$ cat src/rtl/axi_read_burst_splitter_pkg.sv
// Shared constants, FSM encoding and helpers for the AXI read burst splitter.
package axi_read_burst_splitter_pkg;

   localparam int unsigned AXI_MAX_BEATS = 256;
   localparam int unsigned AXI_BOUNDARY  = 4096;
   localparam int          AXI_ADDR_W    = 32;
   localparam int          AXI_LEN_W     = 8;
   // Remaining-beat count is one bit wider than the address so ceil(0xFFFFFFFF/BB) stays exact.
   localparam int          BEATS_W       = AXI_ADDR_W + 1;
   localparam int          N_W           = AXI_LEN_W + 1;

   typedef enum logic [1:0] {
      ST_IDLE  = 2'd0,
      ST_CALC  = 2'd1,
      ST_ISSUE = 2'd2,
      ST_DONE  = 2'd3
   } state_e;

   function automatic int unsigned clog2(input int unsigned value);
      int unsigned r;
      r = 0;
      while ((64'd1 << r) < 64'(value)) r++;
      return r;
   endfunction

endpackage

$ cat src/rtl/axi_burst_calc.sv
// Burst size for the next request: min of remaining beats, MAX_BEATS and beats left in the page.
module axi_burst_calc
   import axi_read_burst_splitter_pkg::*;
#(
   parameter int unsigned BB        = 8,
   parameter int unsigned MAX_BEATS = AXI_MAX_BEATS,
   parameter int unsigned BOUNDARY  = AXI_BOUNDARY
) (
   input  logic [AXI_ADDR_W-1:0] addr,
   input  logic [BEATS_W-1:0]    beats_rem,
   output logic [N_W-1:0]        n
);

   localparam int unsigned BB_LOG = clog2(BB);

   logic [BEATS_W-1:0] page_off;
   logic [BEATS_W-1:0] page_beats;
   logic [BEATS_W-1:0] max_beats;
   logic [BEATS_W-1:0] lim;

   always_comb begin
      page_off   = {1'b0, addr} & BEATS_W'(BOUNDARY - 1);
      page_beats = (BEATS_W'(BOUNDARY) - page_off) >> BB_LOG;
      max_beats  = BEATS_W'(MAX_BEATS);
      lim        = (beats_rem < max_beats) ? beats_rem : max_beats;
      if (page_beats < lim) lim = page_beats;
      // lim never exceeds MAX_BEATS, so it fits in N_W bits
      n = N_W'(lim);
   end

endmodule

$ cat src/rtl/axi_read_burst_splitter.sv
// Splits (address, byte-count) read commands into AXI4 INCR bursts that respect
// MAX_BEATS and the BOUNDARY page, one command in flight at a time.
//
// state    | meaning
// ---------+--------------------------------------------------------------
// ST_IDLE  | ready for a command; latch aligned address and beat count
// ST_CALC  | size the next burst and load the burst request registers
// ST_ISSUE | burst request valid, held until the read master accepts it
// ST_DONE  | one-cycle done pulse, then back to idle
module axi_read_burst_splitter
   import axi_read_burst_splitter_pkg::*;
#(
   parameter int unsigned D_WIDTH   = 64,
   parameter int unsigned MAX_BEATS = AXI_MAX_BEATS,
   parameter int unsigned BOUNDARY  = AXI_BOUNDARY
) (
   input  logic                  sys_clock,
   input  logic                  async_reset,
   input  logic [AXI_ADDR_W-1:0] i_cmd_addr,
   input  logic [31:0]           i_cmd_bytes,
   input  logic                  i_cmd_valid,
   output logic                  o_cmd_ready,
   output logic [AXI_ADDR_W-1:0] or_bst_addr,
   output logic [AXI_LEN_W-1:0]  or_bst_len,
   output logic                  or_bst_valid,
   input  logic                  i_bst_ready,
   output logic                  or_done,
   output logic                  o_busy
);

   localparam int unsigned           BB         = D_WIDTH / 8;
   localparam int unsigned           BB_LOG     = clog2(BB);
   localparam logic [AXI_ADDR_W-1:0] ALIGN_MASK = ~AXI_ADDR_W'(BB - 1);

   state_e                state_q, state_d;
   logic [AXI_ADDR_W-1:0] addr_q, addr_d;
   logic [BEATS_W-1:0]    beats_rem_q, beats_rem_d;
   logic [AXI_ADDR_W-1:0] bst_addr_q, bst_addr_d;
   logic [AXI_LEN_W-1:0]  bst_len_q, bst_len_d;
   logic                  bst_valid_q, bst_valid_d;
   logic                  done_q, done_d;

   logic [N_W-1:0]        calc_n;
   logic [N_W-1:0]        issued_n;
   logic [BEATS_W-1:0]    beats_left;

   axi_burst_calc #(
      .BB        (BB),
      .MAX_BEATS (MAX_BEATS),
      .BOUNDARY  (BOUNDARY)
   ) u_calc (
      .addr      (addr_q),
      .beats_rem (beats_rem_q),
      .n         (calc_n)
   );

   always_comb begin
      state_d     = state_q;
      addr_d      = addr_q;
      beats_rem_d = beats_rem_q;
      bst_addr_d  = bst_addr_q;
      bst_len_d   = bst_len_q;
      bst_valid_d = bst_valid_q;
      done_d      = 1'b0;
      // size of the burst currently on the bus, recovered from its len field
      issued_n    = N_W'(bst_len_q) + N_W'(1);
      beats_left  = beats_rem_q - BEATS_W'(issued_n);

      unique case (state_q)
         ST_IDLE: begin
            if (i_cmd_valid) begin
               addr_d      = i_cmd_addr & ALIGN_MASK;
               beats_rem_d = ({1'b0, i_cmd_bytes} + BEATS_W'(BB - 1)) >> BB_LOG;
               if (beats_rem_d == '0) begin
                  state_d = ST_DONE;
                  done_d  = 1'b1;
               end else begin
                  state_d = ST_CALC;
               end
            end
         end
         ST_CALC: begin
            bst_addr_d  = addr_q;
            bst_len_d   = AXI_LEN_W'(calc_n - N_W'(1));
            bst_valid_d = 1'b1;
            state_d     = ST_ISSUE;
         end
         ST_ISSUE: begin
            if (i_bst_ready) begin
               addr_d      = addr_q + (AXI_ADDR_W'(issued_n) << BB_LOG);
               beats_rem_d = beats_left;
               bst_valid_d = 1'b0;
               if (beats_left == '0) begin
                  state_d = ST_DONE;
                  done_d  = 1'b1;
               end else begin
                  state_d = ST_CALC;
               end
            end
         end
         ST_DONE: begin
            state_d = ST_IDLE;
         end
         default: begin
            state_d = ST_IDLE;
         end
      endcase
   end

   always_ff @(posedge sys_clock or posedge async_reset) begin
      if (async_reset) begin
         state_q     <= ST_IDLE;
         addr_q      <= '0;
         beats_rem_q <= '0;
         bst_addr_q  <= '0;
         bst_len_q   <= '0;
         bst_valid_q <= 1'b0;
         done_q      <= 1'b0;
      end else begin
         state_q     <= state_d;
         addr_q      <= addr_d;
         beats_rem_q <= beats_rem_d;
         bst_addr_q  <= bst_addr_d;
         bst_len_q   <= bst_len_d;
         bst_valid_q <= bst_valid_d;
         done_q      <= done_d;
      end
   end

   assign o_cmd_ready  = (state_q == ST_IDLE);
   assign o_busy       = (state_q != ST_IDLE);
   assign or_bst_addr  = bst_addr_q;
   assign or_bst_len   = bst_len_q;
   assign or_bst_valid = bst_valid_q;
   assign or_done      = done_q;

endmodule
$ cat config.mk
export PLATFORM = sky130hd
export DESIGN_NAME = axi_read_burst_splitter
export DESIGN_NICKNAME = d
export VERILOG_FILES = /design/src/rtl/axi_read_burst_splitter_pkg.sv /design/src/rtl/axi_burst_calc.sv /design/src/rtl/axi_read_burst_splitter.sv
export SDC_FILE = /design/constraint.sdc
export NUM_CORES = 1
export LEC_CHECK = 0
export ABC_AREA = 1
export CAP_MARGIN = 20
export CORE_AREA = 2 2 111 167
export DETAILED_ROUTE_END_ITERATION = 12
export DIE_AREA = 0 0 113 169
export GPL_TIMING_DRIVEN = 1
export PLACE_DENSITY = 0.72
export SLEW_MARGIN = 20
export SYNTH_ARGS = -nofsm -noshare
export SYNTH_HDL_FRONTEND = slang
export SYNTH_SLANG_ARGS = --single-unit
$ cat constraint.sdc
create_clock -name sys_clock -period 3.9 [get_ports sys_clock]
set_input_delay 0.78 -clock sys_clock [delete_from_list [all_inputs] [get_ports sys_clock]]
set_output_delay 0.78 -clock sys_clock [all_outputs]
set_load 0.02 [all_outputs]
Word level (Yosys, flattened, before mapping):

Cells that the tools add are included.

* bits in registers: 109
* word-level logic and storage cells: 49
* input port bits: 68
* output and inout port bits: 44

* add/sub/neg operators: 6
* magnitude comparators: 2
* reduce and logical (&&, ||, !) cells: 9
* eq/ne operators: 5
* multiplexer cells: 20

Operator list (count)
* $mux 33: 3
* $logic_not 33->1: 2
* $pmux 33 s2: 1
* $mux 32: 2
* $pmux 32 s2: 1
* $add 32x3->33 const B: 1
* $lt 30x33->1: 1
* $lt 33x9->1 const B: 1
* $sub 33x9->33: 1
* $add 32x12->32: 1
* $sub 13x12->14 const A: 1
* $add 8x1->9 const B: 1
* $mux 2: 4
* $mux 8: 1
* $pmux 2 s4: 1
* $sub 8x1->8 const B: 1
* $reduce_bool 2->1: 3
* $mux 1: 5
* $eq 2x2->1 const B: 2
* $ne 2x2->1 const B: 2
* $pmux 1 s2: 2
* $reduce_and 2->1: 2
* $reduce_and 3->1: 1
* $eq 2x1->1 const B: 1
* $logic_not 2->1: 1

Logic depth before layout (Yosys ltp):

* word-level depth: 6
* depth in mapped cells: 26
* mapped depth without buffers: 25

Hierarchy:

From an unflattened synthesis, not the netlist that was laid out.

* cells, all modules: 1435
* area, all modules: 8909.8 µm²

Modules (own cells, without submodules)
* axi_read_burst_splitter: area an instance 8150.3 µm², sequential area each 2577.5 µm², instances 1, cells each 1287
* axi_burst_calc: area an instance 759.5 µm², sequential area each 0.0 µm², instances 1, cells each 148

Worst setup path before layout:

No wires, ideal clock.

* kind: register to register
* from: register addr_q[3]
* to: register bst_len_q[6] (netlist: or_bst_len[6])
* path slack: 765 ps
* path buffers: 1
* data required time: 3783 ps
* clock period less this slack: 3135 ps
* arrival: 3017 ps
* cell stages (with the launch flop): 24
* setup time: 117 ps
* cells stage by stage: dfrtp_1 inv_1 nand3_1 nor3_1 nand2_1 nor2_1 xor2_1 ha_1 nand2_1 nor2_1 nor3_1 nand2_1 a21oi_4 nand2_4 buf_6 nand2_1 o21ai_2 inv_1 ha_1 nand2_1 nor2_1 nand3b_1 nand3_1 nand2_1

* word-level cells in the longest chain between the ends: 4

RTL lines
* from (decl): RTL line axi_read_burst_splitter.sv:36 `logic [AXI_ADDR_W-1:0] addr_q, addr_d;`
* from (signal assigned): RTL line axi_read_burst_splitter.sv:121 `addr_q <= addr_d;`
* $sub 13x12->14 (*): RTL line axi_burst_calc.sv:23 `page_beats = (BEATS_W'(BOUNDARY) - page_off) >> BB_LOG;`
* $lt 30x33->1: RTL line axi_burst_calc.sv:26 `if (page_beats < lim) lim = page_beats;`
* $mux 8 (*): RTL line axi_burst_calc.sv:26
* $sub 8x1->8 (*): RTL line axi_read_burst_splitter.sv:84 `bst_len_d = AXI_LEN_W'(calc_n - N_W'(1));`
* to (signal assigned): RTL line axi_read_burst_splitter.sv:124 `bst_len_q <= bst_len_d;`
* to (decl): RTL line axi_read_burst_splitter.sv:39 `logic [AXI_LEN_W-1:0] bst_len_q, bst_len_d;`

Every way passes the cells marked *; elsewhere a longest branch is shown, timed or not.
A chain may end at the register's enable or synchronous reset.

Final worst setup path:

Ends and elaborated chain as after synthesis.

==> impl_metrics.yaml <==
status:
  outcome: "complete, but fails checks"
  violations: "DRC"
clock_network:
  cts.clk_slew.worst_paths_ns: 0.09
  clock-sinks: 103
  cts_tree: "built"
  htree_num_levels: 3
  clk_latency_ns: 0.36
  cts.path.max_buffers: 2
  postCtsHoldBufs: 0
  cts_buffers: 9
  clockRootBuffer: "clkbuf_16"
pwr:
  power.density_mw_per_mm2: 833
  ir_drop_mv: 0.263
  leakage_nw: 4.90
global_routing:
  antenna_found_initial: 0
  grt_pass1_vias: 8991
  overflow: 0
  grt_max_degree: 70
  grt_pass1_wl_um: 42500
  track_usage_pct: 27.6
synth:
  yosysSeqAreaShare_pct: 29.8
  yosys.area.top_type_share_pct: 29.8
  avgSynthCellArea_um2: 6.28
  synth_cell_type_count: 44
  yosysTopAreaCell: "dfrtp_1"
  ys.flop_type: "dfrtp_1"
  ys_seq_elements: 103
  async_flop_share_pct: 100
  synth_area_leaders: "dfrtp_1 (30%), nand2_1 (18%), nor2_1 (8.1%), inv_1 (7.3%), o21ai_0 (6.7%)"
  synth_warnings: 0
  syn-instance-count: 1378
  synth_edf_count: 0
  synthesis.area_mm2: 0.00865
job:
  drv_cap: 0
sta:
  relSlewSlack_pct: 55.6
  fin_worst_skew_ns: 0.0133
  finalSetupTns_ns: 0
  finalHoldViolCount: 0
  layout_min_cycle_time_ns: 3.59
  final_max_slew_viol_count: 0
  max_freq_ghz: 0.279
  worstMarginPinSlew_ns: 0.665
  period_share_pct: 92.0
  setup_viol: 0
  rsz0062_at_grt: "false"
floorplan:
  num_rows: 60
  core-area_mm2: 0.0177
  start_util_pct: 48.8
  die_h_um: 169
  ios: 112
  chipWidth_um: 113
  die_area_mm2: 0.0191
route:
  drc: 6
  wl_per_cell_um: 15.3
  antenna_left: 0
  drtIter0Drc: 595
  via_per_inst: 5.38
  firstDrtPassIters: 9
  num_vias: 9112
  finalWirelength_um: 25900
placed_design:
  postPlaceCellArea_mm2: 0.00996
  place.port_buffers: 105
  placedCellCount: 1679
  dp_hpwl_um: 20500
  routabilityCongestion: 0.959
critical_path:
  arrival_ns: 3.84
  path_max_fanout: 11
  start_kind: "flop"
  cp-end-kind: "flop"
  critPathKind: "flop to flop"
  worstPathRequired_ns: 4.15
layout:
  drive_above_1_share_pct: 5.82
  final_cells: 1695
  design_area_mm2: 0.0103
  final_net_count: 1574
  antenna-diode-count: 0
  synthToLayoutAreaGrowth_pct: 18.8
  fin_util_pct: 58.0
min_path:
  min_path_type: "flop to flop"
==> flip-flops by register name, indices dropped and copies added, names as in the netlist <==
| name | count |
|---|---|
| or_bst_len | 8 |
| or_bst_addr | 29 |
| beats_rem_q | 33 |
| addr_q | 29 |
| or_bst_valid | 1 |
| or_done | 1 |
| state_q | 2 |
==> cell type report <==
cell class / count / area [um^2]
clock buffer: 9 / 225
clock inverter: 7 / 81.3
fill: 1797 / 7440
inverter: 186 / 701
multi-input combinational: 1056 / 5240
sequential: 103 / 2580
tap: 217 / 272
timing repair buffer: 117 / 1180
==> cell usage after synthesis (21+ instances only) <==
master	number
nand4_1	21
inv_1	168
clkbuf_1	25
nor2_1	186
a21oi_1	34
o21ai_0	116
o22ai_1	23
xor2_1	30
nand3_1	86
nand2_1	406
dfrtp_1	103
ha_1	31
==> stage by stage <==
step / power, mW / setup slack (ns) / hold WS [ns]
6_report: 8.57 / 0.311 / 0.489
3_5_place_dp: 7.54 / 0.336 / 0.466
5_1_grt: 9.40 / 0.00636 / 0.512
4_1_cts: 8.53 / 0.297 / 0.487
2_1_floorplan: 5.90 / 0.416 / 0.471
3_3_place_gp: 7.45 / 0.361 / 0.459
==> layout by cell type (no fill, tap or decap), types with 3 or more instances in the layout <==
cell type        Yosys  final
nand2_1            406    406
nor2_1             186    184
inv_1              168    166
o21ai_0            116    116
clkdlybuf4s50_1      0    105
dfrtp_1            103    103
nand3_1             86     86
a21oi_1             34     34
ha_1                31     31
xor2_1              30     30
o22ai_1             23     23
nand4_1             21     21
inv_2               17     17
o211ai_1            17     17
nand3b_1            16     16
nor3_1              18     16
nor2_2               9     10
nand2_2             10     10
clkbuf_16            0      9
buf_4                3      9
a31oi_1              6      6
xnor2_1              6      6
nor2_4               4      5
or2_2                4      4
nand2_4              4      4
conb_1               2      4
nor4_1               3      3
o21ai_1              3      3
inv_6                0      3
buf_12               0      3
==> critical path: stages, from the launching register on <==
cell and delay (ns):
dfrtp_1 0.40, inv_1 0.20, ha_1 0.19, nand3_1 0.09, nor2_1 0.15, nand3_1 0.12, nor2_1 0.13, xor2_1 0.22
ha_1 0.27, nand2_1 0.09, nor2_1 0.05, nor3_1 0.16, nand2_1 0.12, a21oi_4 0.22, nand2_4 0.14, nand2_1 0.10
o21ai_2 0.09, inv_1 0.07, ha_1 0.15, nand2_1 0.09, nor2_1 0.20, nand3b_1 0.10, nand3_1 0.09, nand2_1 0.05
==> worst paths after layout <==
path                                      start               to  slack (ns)  cells past startpoint
worst max-delay path                  addr_q[3]    or_bst_len[6]        0.31                     23
worst min-delay path            or_bst_addr[25]  or_bst_addr[25]        0.49                      2
worst max register to register        addr_q[3]    or_bst_len[6]        0.31                     23
worst min register to register  or_bst_addr[25]  or_bst_addr[25]        0.49                      2
max in group asynchronous           async_reset  beats_rem_q[18]        2.29                      3
min in group asynchronous           async_reset   beats_rem_q[1]        0.86                      2
==> routing by layer <==
layer  global-route usage [%]  vias up  share of wire (%)
li1                         -     4614                  -
met1                     30.7     4144                 40
met2                     51.2      278                 52
met3                     2.58       76                3.5
met4                     14.5        0                5.1
met5                        0        -                  0
==> repair_timing <==
item                       CTS  global route
buffers inserted             0             0
setup endpoints to repair    0             4
gates resized for setup      0             3
==> power breakdown <==
group          internal, mW  switching (mW)  total (mW)  leakage, nW
Clock                 0.462           0.489       0.951        0.150
Combinational          2.00            3.59        5.59         3.48
Sequential             1.57           0.458        2.03         1.27
==> logic make-up after synthesis <==
group           after synthesis  share of synthesized area [%]
xor+xnor                     36                           3.65
fa+ha+maj                    33                           4.95
other cells                   2                         0.0868
compound gates              208                           13.5
flops                       103                           29.8
simple gates                775                           38.2
buf+inv                     221                           9.89
Note: power is estimated with default switching activity, not from simulation.
